$ cat src/rtl/cpu4_pkg.sv
// Shared definitions for the execute-stage controller: ALU op codes, FSM states
// and the write-back classification helpers.
package cpu4_pkg;

  localparam logic [3:0] OP_ADD   = 4'b0000;
  localparam logic [3:0] OP_PASSA = 4'b0001;
  localparam logic [3:0] OP_AND   = 4'b0010;
  localparam logic [3:0] OP_OR    = 4'b0011;
  localparam logic [3:0] OP_NOT   = 4'b0100;
  localparam logic [3:0] OP_GT    = 4'b0101;
  localparam logic [3:0] OP_LT    = 4'b0110;
  localparam logic [3:0] OP_EQ    = 4'b0111;
  localparam logic [3:0] OP_PASSB = 4'b1000;

  typedef enum logic [1:0] {
    ST_IDLE = 2'd0,
    ST_EXEC = 2'd1,
    ST_WB   = 2'd2
  } state_t;

  // Compares produce only Co; their R is undriven by the ALU.
  function automatic logic op_writes_rf(input logic [3:0] t);
    return !(t == OP_GT || t == OP_LT || t == OP_EQ);
  endfunction

  // Only add and compares produce a meaningful Co.
  function automatic logic op_writes_flag(input logic [3:0] t);
    return (t == OP_ADD || t == OP_GT || t == OP_LT || t == OP_EQ);
  endfunction

endpackage

$ cat src/rtl/cpu4_regfile.sv
// REG_N x DATA_W register file: one synchronous write port, two combinational
// operand read ports and a combinational debug read port; cleared on rst.
module cpu4_regfile #(
  parameter int DATA_W = 16,
  parameter int REG_N  = 8,
  parameter int REG_AW = 3
) (
  input  logic              clk,
  input  logic              rst,
  input  logic              i_we,
  input  logic [REG_AW-1:0] i_waddr,
  input  logic [DATA_W-1:0] i_wdata,
  input  logic [REG_AW-1:0] i_raddr_a,
  output logic [DATA_W-1:0] o_rdata_a,
  input  logic [REG_AW-1:0] i_raddr_b,
  output logic [DATA_W-1:0] o_rdata_b,
  input  logic [REG_AW-1:0] i_dbg_addr,
  output logic [DATA_W-1:0] o_dbg_data
);

  logic [DATA_W-1:0] r_mem [REG_N];

  // Reset has priority so a write landing in the reset cycle is dropped.
  always_ff @(posedge clk) begin
    if (rst) begin
      for (int i = 0; i < REG_N; i++) r_mem[i] <= '0;
    end else if (i_we) begin
      r_mem[i_waddr] <= i_wdata;
    end
  end

  assign o_rdata_a  = r_mem[i_raddr_a];
  assign o_rdata_b  = r_mem[i_raddr_b];
  assign o_dbg_data = r_mem[i_dbg_addr];

endmodule

$ cat src/rtl/alu_exec_ctrl.sv
// Serial execute-stage controller around an external combinational ALU:
// accept in IDLE, drive ALU in EXEC, write back RF/carry flag in WB.
module alu_exec_ctrl
  import cpu4_pkg::*;
#(
  parameter int DATA_W = 16,
  parameter int REG_N  = 8,
  parameter int REG_AW = 3
) (
  input  logic              clk,
  input  logic              rst,
  input  logic              in_valid,
  output logic              in_ready,
  input  logic [3:0]        in_type,
  input  logic [REG_AW-1:0] in_rd,
  input  logic [REG_AW-1:0] in_rs_a,
  input  logic [REG_AW-1:0] in_rs_b,
  input  logic              in_use_imm,
  input  logic [DATA_W-1:0] in_imm,
  input  logic              in_use_carry,
  output logic [DATA_W-1:0] alu_a,
  output logic [DATA_W-1:0] alu_b,
  output logic              alu_ci,
  output logic [3:0]        alu_type,
  input  logic [DATA_W-1:0] alu_r,
  input  logic              alu_co,
  output logic              flag_c,
  output logic              done,
  input  logic [REG_AW-1:0] dbg_addr,
  output logic [DATA_W-1:0] dbg_data
);

  state_t              r_state, w_next;
  logic [DATA_W-1:0]   r_op_a, r_op_b, r_res_r;
  logic                r_op_ci, r_res_co, r_flag_c;
  logic [3:0]          r_type;
  logic [REG_AW-1:0]   r_rd;
  logic [DATA_W-1:0]   w_rdata_a, w_rdata_b;
  logic                w_accept, w_we;

  assign w_accept = in_valid && (r_state == ST_IDLE);
  assign w_we     = (r_state == ST_WB) && op_writes_rf(r_type);

  cpu4_regfile #(
    .DATA_W (DATA_W),
    .REG_N  (REG_N),
    .REG_AW (REG_AW)
  ) u_rf (
    .clk        (clk),
    .rst        (rst),
    .i_we       (w_we),
    .i_waddr    (r_rd),
    .i_wdata    (r_res_r),
    .i_raddr_a  (in_rs_a),
    .o_rdata_a  (w_rdata_a),
    .i_raddr_b  (in_rs_b),
    .o_rdata_b  (w_rdata_b),
    .i_dbg_addr (dbg_addr),
    .o_dbg_data (dbg_data)
  );

  always_comb begin
    w_next = r_state;
    case (r_state)
      ST_IDLE: if (w_accept) w_next = ST_EXEC;
      ST_EXEC: w_next = ST_WB;
      ST_WB:   w_next = ST_IDLE;
      default: w_next = ST_IDLE;
    endcase
  end

  // Accept stage: latch operands; they keep driving the ALU until the next accept.
  always_ff @(posedge clk) begin
    if (rst) begin
      r_state  <= ST_IDLE;
      r_op_a   <= '0;
      r_op_b   <= '0;
      r_op_ci  <= 1'b0;
      r_type   <= '0;
      r_rd     <= '0;
      r_flag_c <= 1'b0;
    end else begin
      r_state <= w_next;
      if (w_accept) begin
        r_op_a  <= w_rdata_a;
        r_op_b  <= in_use_imm ? in_imm : w_rdata_b;
        r_op_ci <= in_use_carry & r_flag_c;
        r_type  <= in_type;
        r_rd    <= in_rd;
      end
      if (r_state == ST_WB && op_writes_flag(r_type)) r_flag_c <= r_res_co;
    end
  end

  // EXEC -> WB boundary: capture ALU result.
  always_ff @(posedge clk) begin
    if (r_state == ST_EXEC) begin
      r_res_r  <= alu_r;
      r_res_co <= alu_co;
    end
  end

  assign in_ready = (r_state == ST_IDLE);
  assign done     = (r_state == ST_WB);
  assign alu_a    = r_op_a;
  assign alu_b    = r_op_b;
  assign alu_ci   = r_op_ci;
  assign alu_type = r_type;
  assign flag_c   = r_flag_c;

endmodule

$ cat config.mk
export PLATFORM = sky130hd
export DESIGN_NAME = alu_exec_ctrl
export DESIGN_NICKNAME = d
export VERILOG_FILES = /design/src/rtl/cpu4_pkg.sv /design/src/rtl/cpu4_regfile.sv /design/src/rtl/alu_exec_ctrl.sv
export SDC_FILE = /design/constraint.sdc
export NUM_CORES = 1
export LEC_CHECK = 0
export ABC_AREA = 0
export CORE_UTILIZATION = 55
export CTS_CLUSTER_SIZE = 24
export DETAILED_ROUTE_END_ITERATION = 12
export MAX_ROUTING_LAYER = met4
export PLACE_DENSITY = 0.86
export SYNTH_ARGS = -nofsm -noshare
export SYNTH_HDL_FRONTEND = slang
export SYNTH_SLANG_ARGS = --single-unit
$ cat constraint.sdc
create_clock -name clk -period 2 [get_ports clk]
set_input_delay 0.3 -clock clk [delete_from_list [all_inputs] [get_ports clk]]
set_output_delay 0.3 -clock clk [all_outputs]
set_load 0.05 [all_outputs]
Word-level counts from Yosys, hierarchy flattened --
Memories as Yosys holds them, arrays and structs flattened. A register that Yosys moved wholly into a read port is not among the register bits. Cells that the tools add are included.
Storage, ports and cells: register bits 44, RAM bits 128, output and inout port bits 56, memories 1
Cells by class: equal/unequal tests 6, mux-type cells 11, bitwise gates (word level) 1, reduce and logical (&&, ||, !) cells 12
Memory list:
- u_rf.r_mem | words 8, bits a word 16, rd ports 3, clocked after memory_dff 1, write ports 8, RTL line cpu4_regfile.sv:21 | logic [DATA_W-1:0] r_mem [REG_N];
Operators by type and width (number):
- 16-bit 2-to-1 mux | 2
- 16-bit OR reduction | 1
- 4-bit by 3-bit equality test with 1-bit output, second input constant | 3
- 1-bit 2-to-1 mux | 6
- 1-bit logical OR | 5
- 4-bit zero test | 1
- 2-bit one-hot mux with 2 select lines | 1
- 1-bit logical AND | 3
- 3-bit 2-to-1 mux | 1
- 2-bit by 1-bit equality test with 1-bit output, second input constant | 1
- 2-bit equality test, second input constant | 1
- 2-bit zero test | 1
- 2-bit 2-to-1 mux | 1
- 2-bit by 1-bit inequality test with 1-bit output, second input constant | 1
- 1-bit bitwise AND | 1
- 1-bit zero test | 1

Depth between registers and ports, before layout --
Gate-level depths: netlist of the first run.
word-level depth 10, gate-level depth with buffers 6

By module --
Synthesis of the first run repeated with hierarchy kept, for this count alone.
Second synthesis, totals: cells, all modules 700, area total of the unflattened synthesis 10271.1 µm²
Modules (own cells, without submodules):
- cpu4_regfile | instances 1, cells each 487, area each 8018.9 µm², sequential area each 3843.7 µm²
- alu_exec_ctrl | instances 1, cells each 213, area each 2252.2 µm², sequential area each 1371.3 µm²

Worst setup path before layout of the first run --
Ideal clock, no wire load.
path kind input -> output, from in dbg_addr[0], to out dbg_data[0], arrival 1.730 ns, slack -0.030 ns, stages 4, buffers on the path 2, cell sequence clkbuf_1 > buf_2 > mux4_2 > mux2_2
Between the ends: cells in the longest elaborated chain, start to end 1
Ends and longest elaborated chain:
- from (decl) | RTL line alu_exec_ctrl.sv:29 | input logic [REG_AW-1:0] dbg_addr,
- memory 8 x 16 bit
- to (decl) | RTL line alu_exec_ctrl.sv:30 | output logic [DATA_W-1:0] dbg_data
No other way between the ends.

==> results of run 1 <==
-- cells by family after synthesis --
group	after synthesis
buffers and inverters	54
AO/OA/AOI/OAI	60
flip-flops	188
AND/OR/NAND/NOR	223
multiplexers	145
-- state kept, by name, indices dropped and copies added, names as in the netlist --
name / flops
alu_type: 4
flag_c: 1
r_state: 2
r_res_r: 16
alu_ci: 1
r_rd: 3
u_rf.r_mem: 128
r_res_co: 1
alu_b: 16
alu_a: 16
-- layout make-up --
class,instances,area [sq um]
inverters,2,7.51
multi-input cells,428,4590
clock buffers,20,437
clock inverters,12,146
repair buffers,240,2310
diodes,1,2.50
flip-flops and latches,188,5220
fillers,945,4550
well taps,225,282
-- routing by layer --
| layer | vias to the layer above | wire, microns |
|---|---|---|
| li1 | 3024 | - |
| met2 | 711 | 14500 |
| met3 | 101 | 3740 |
| met1 | 3652 | 10600 |
| met4 | 0 | 1090 |
| met5 | - | 0 |
-- layout by cell type (no fill, tap or decap), types with 2 or more instances in the layout --
cell and n:
nand2b_1 19, o211ai_1 4, buf_2 4, clkinv_2 3
buf_12 14, clkinv_1 2, inv_1 2, clkinv_4 2
or2_2 3, mux2_4 16, mux4_1 27, clkbuf_1 3
o211ai_2 14, nor3_2 2, dlymetal6s2s_1 3, nand2_1 33
dlygate4sd2_1 2, mux2_2 16, buf_8 10, edfxtp_1 145
bufinv_16 3, and2_1 128, mux4_2 69, or2_4 5
dfxtp_1 43, a211oi_1 16, mux2i_1 17, buf_4 117
buf_6 6, clkdlybuf4s50_1 83, clkbuf_16 17, nor2_1 27
a21oi_1 24
-- worst reg2reg max path: stages (launching register included) --
cell and delay, ns:
dfxtp_1 0.35, nor3b_2 0.21, o211ai_1 0.12, buf_4 0.17, nor2_1 0.17, or2_2 0.51
-- repair_timing --
item                                    CTS  global route
hold endpoints to repair                  0             0
pin swaps                                 0             2
setup buffers                            70            23
gates resized for setup                  37            18
endpoints found under the setup margin   34           125
gates cloned                              1             0
-- path summary, 6_finish.rpt --
| check | cells after the start | end | slack [ns] | startpoint |
|---|---|---|---|---|
| setup / recovery | 3 | dbg_data[3] | -0.17 | u_rf.r_mem[1][3] |
| hold / removal | 3 | alu_type[0] | 0.41 | in_type[0] |
| setup reg to reg | 5 | u_rf.r_mem[4][10] | 0.07 | r_state[0] |
| hold reg to reg | 2 | alu_b[2] | 0.46 | alu_b[2] |
-- power groups by stage --
stage          clock, uW  sequential [uW]  combinational, uW
5_1_grt             3560             4540               1900
3_5_place_dp           0             4610               1570
6_report            3420             4530               1840
3_3_place_gp           0             4580               1540
2_1_floorplan          0             4750                845
4_1_cts             3390             4510               1740
-- through the flow --
step	hold slack, ns	utilization (%)	total power [uW]	setup TNS, ns
2_1_floorplan	0.399	-	5600	-0.486
3_3_place_gp	0.436	65.5	6130	-2.27
3_5_place_dp	0.449	65.5	6180	-4.07
4_1_cts	0.404	72.7	9650	-1.31
5_1_grt	0.398	74.1	10000	-2.18
6_report	0.409	74.1	9780	-1.80
==> run metrics, run 1 <==
LEAKAGE ~0.0051 uW; final worst path period need 2.17 ns; Post-Route WL roughly 30000 microns; clk slew on worst S/H paths 0.07 ns; combinational share of power 18.8%; Setup Skew between 0.01 and 0.015 ns; sw frac 26.4%; grt met3 use 7.89%; Root Buffer clkbuf_16; critical path's slowest cell mux4_2; crit-path leading delay family multiplexers; GP Congestion 0.894; Hold-fix buffers, CTS 0; Area contributors post-synth edfxtp_1, mux4_2, dfxtp_1; Avg Inst Size Synth 14.9 sq um; asr flop ratio synth 0%; first-pass GRT wire length a little over 40000 microns; Worst setup SP type flip-flop; area grow syn2layout 30.1%; violated checks setup timing; Global Route met1 Usage 38.9%; antenna violations before repair 1; drt drc 0; layout cells sized above 1 34.5%; largest family of logic cells by synthesized area multiplexers; Starting Density 56.9%; Die Y-Extent around 140 microns; Yosys reg bits around 190; unrepaired setup endpoints after global routing true; Placement Setup Slack -0.205 ns; Power Dens Cells 753 mW/mm^2; most frequent cell after synthesis edfxtp_1; Int Power between 7000 and 8000 uW; vias in the first global route roughly 7000; fraction of the mapped netlist area in adder cells 0%; final hold vios 0; top cell type's share of synthesized area 43.6%; Peak Freq 461 MHz; Synth warnings 0; multiplexer area fraction after synthesis between 20% and 30%; Crit path buffers/inverters 1; DR iter-0 viols slightly above 1000; Final WS setup -0.169 ns; Top-Level Pins 110; CTS Buffer Depth 2; Synth area leader edfxtp_1; crit end category output port; worst-margin pin slew 0.571 ns; Row Count 48; Area after DPL 0.0115 sq mm; maximum vdd drop 0.000650 V; CP max FO 3; xor-xnor portion of the synthesized cell area 0%; I/O Buffers 109; Post-Syn Area 0.00998 sq mm; Nets 931; Vias roughly 7500; total gr overflow 0; Hold/Removal Path Class in -> reg; Syn Inst Count 670; Slew headroom 61.9%; CTS Sinks 188; dominant synthesized flop cell edfxtp_1; sequential element share of the synthesized area about 52%; post-synthesis compound-gate area fraction between 4 and 5%; post-route insts no fill between 1000 and 1500; switching pwr 2590 uW; CTS Buf Count 17; met2 usage 50.1%; H-tree Lvls 4; Vias/cell about 6.7; Crit Path Class reg -> out; Critical Path AT around 1.9 ns; Yosys cell types 28; post-synth net total 724; Final Instance Area 0.0130 sq mm; Clk pwr share between 30% and 40%; Post-synth EDFFs 145; Core Area between 0.015 and 0.02 sq mm; pin count of the biggest net entering global routing 57; fin. max-slew vios 0; grt peak-use layer met2; Antenna Nets Post-Route 0; Post-Synth Simple-Gate Area 12.5%; TritonCTS clock tree built; endpoints failing setup 16; GRT Total Usage roughly a third; Max-cap violations 0; sequential power share 46.3%; status finished, violations left; Final HPWL DP 16000 microns; critical path required time roughly 1.7 ns; die area about 0.019 sq mm; Tcrit/Tclk final 108%; drt pass-1 iters 5; placed insts around 990; die width 137 microns; synth cell count leaders edfxtp_1, and2_1, mux4_2; Max stage delay on crit path 0.51 ns; clock latency on the worst-skew pair 0.45 ns; DR WL/cell 26.8 microns; CP Cell Sequence mux4_2, mux2_4, buf_8
Note: power is estimated with default switching activity, not from simulation.
==> inputs of run 2 (changes only) <==
CAP_MARGIN = 20   (was not set)
==> results of run 2 <==
The final DEF is identical to that of run 1; final timing and power are the same.
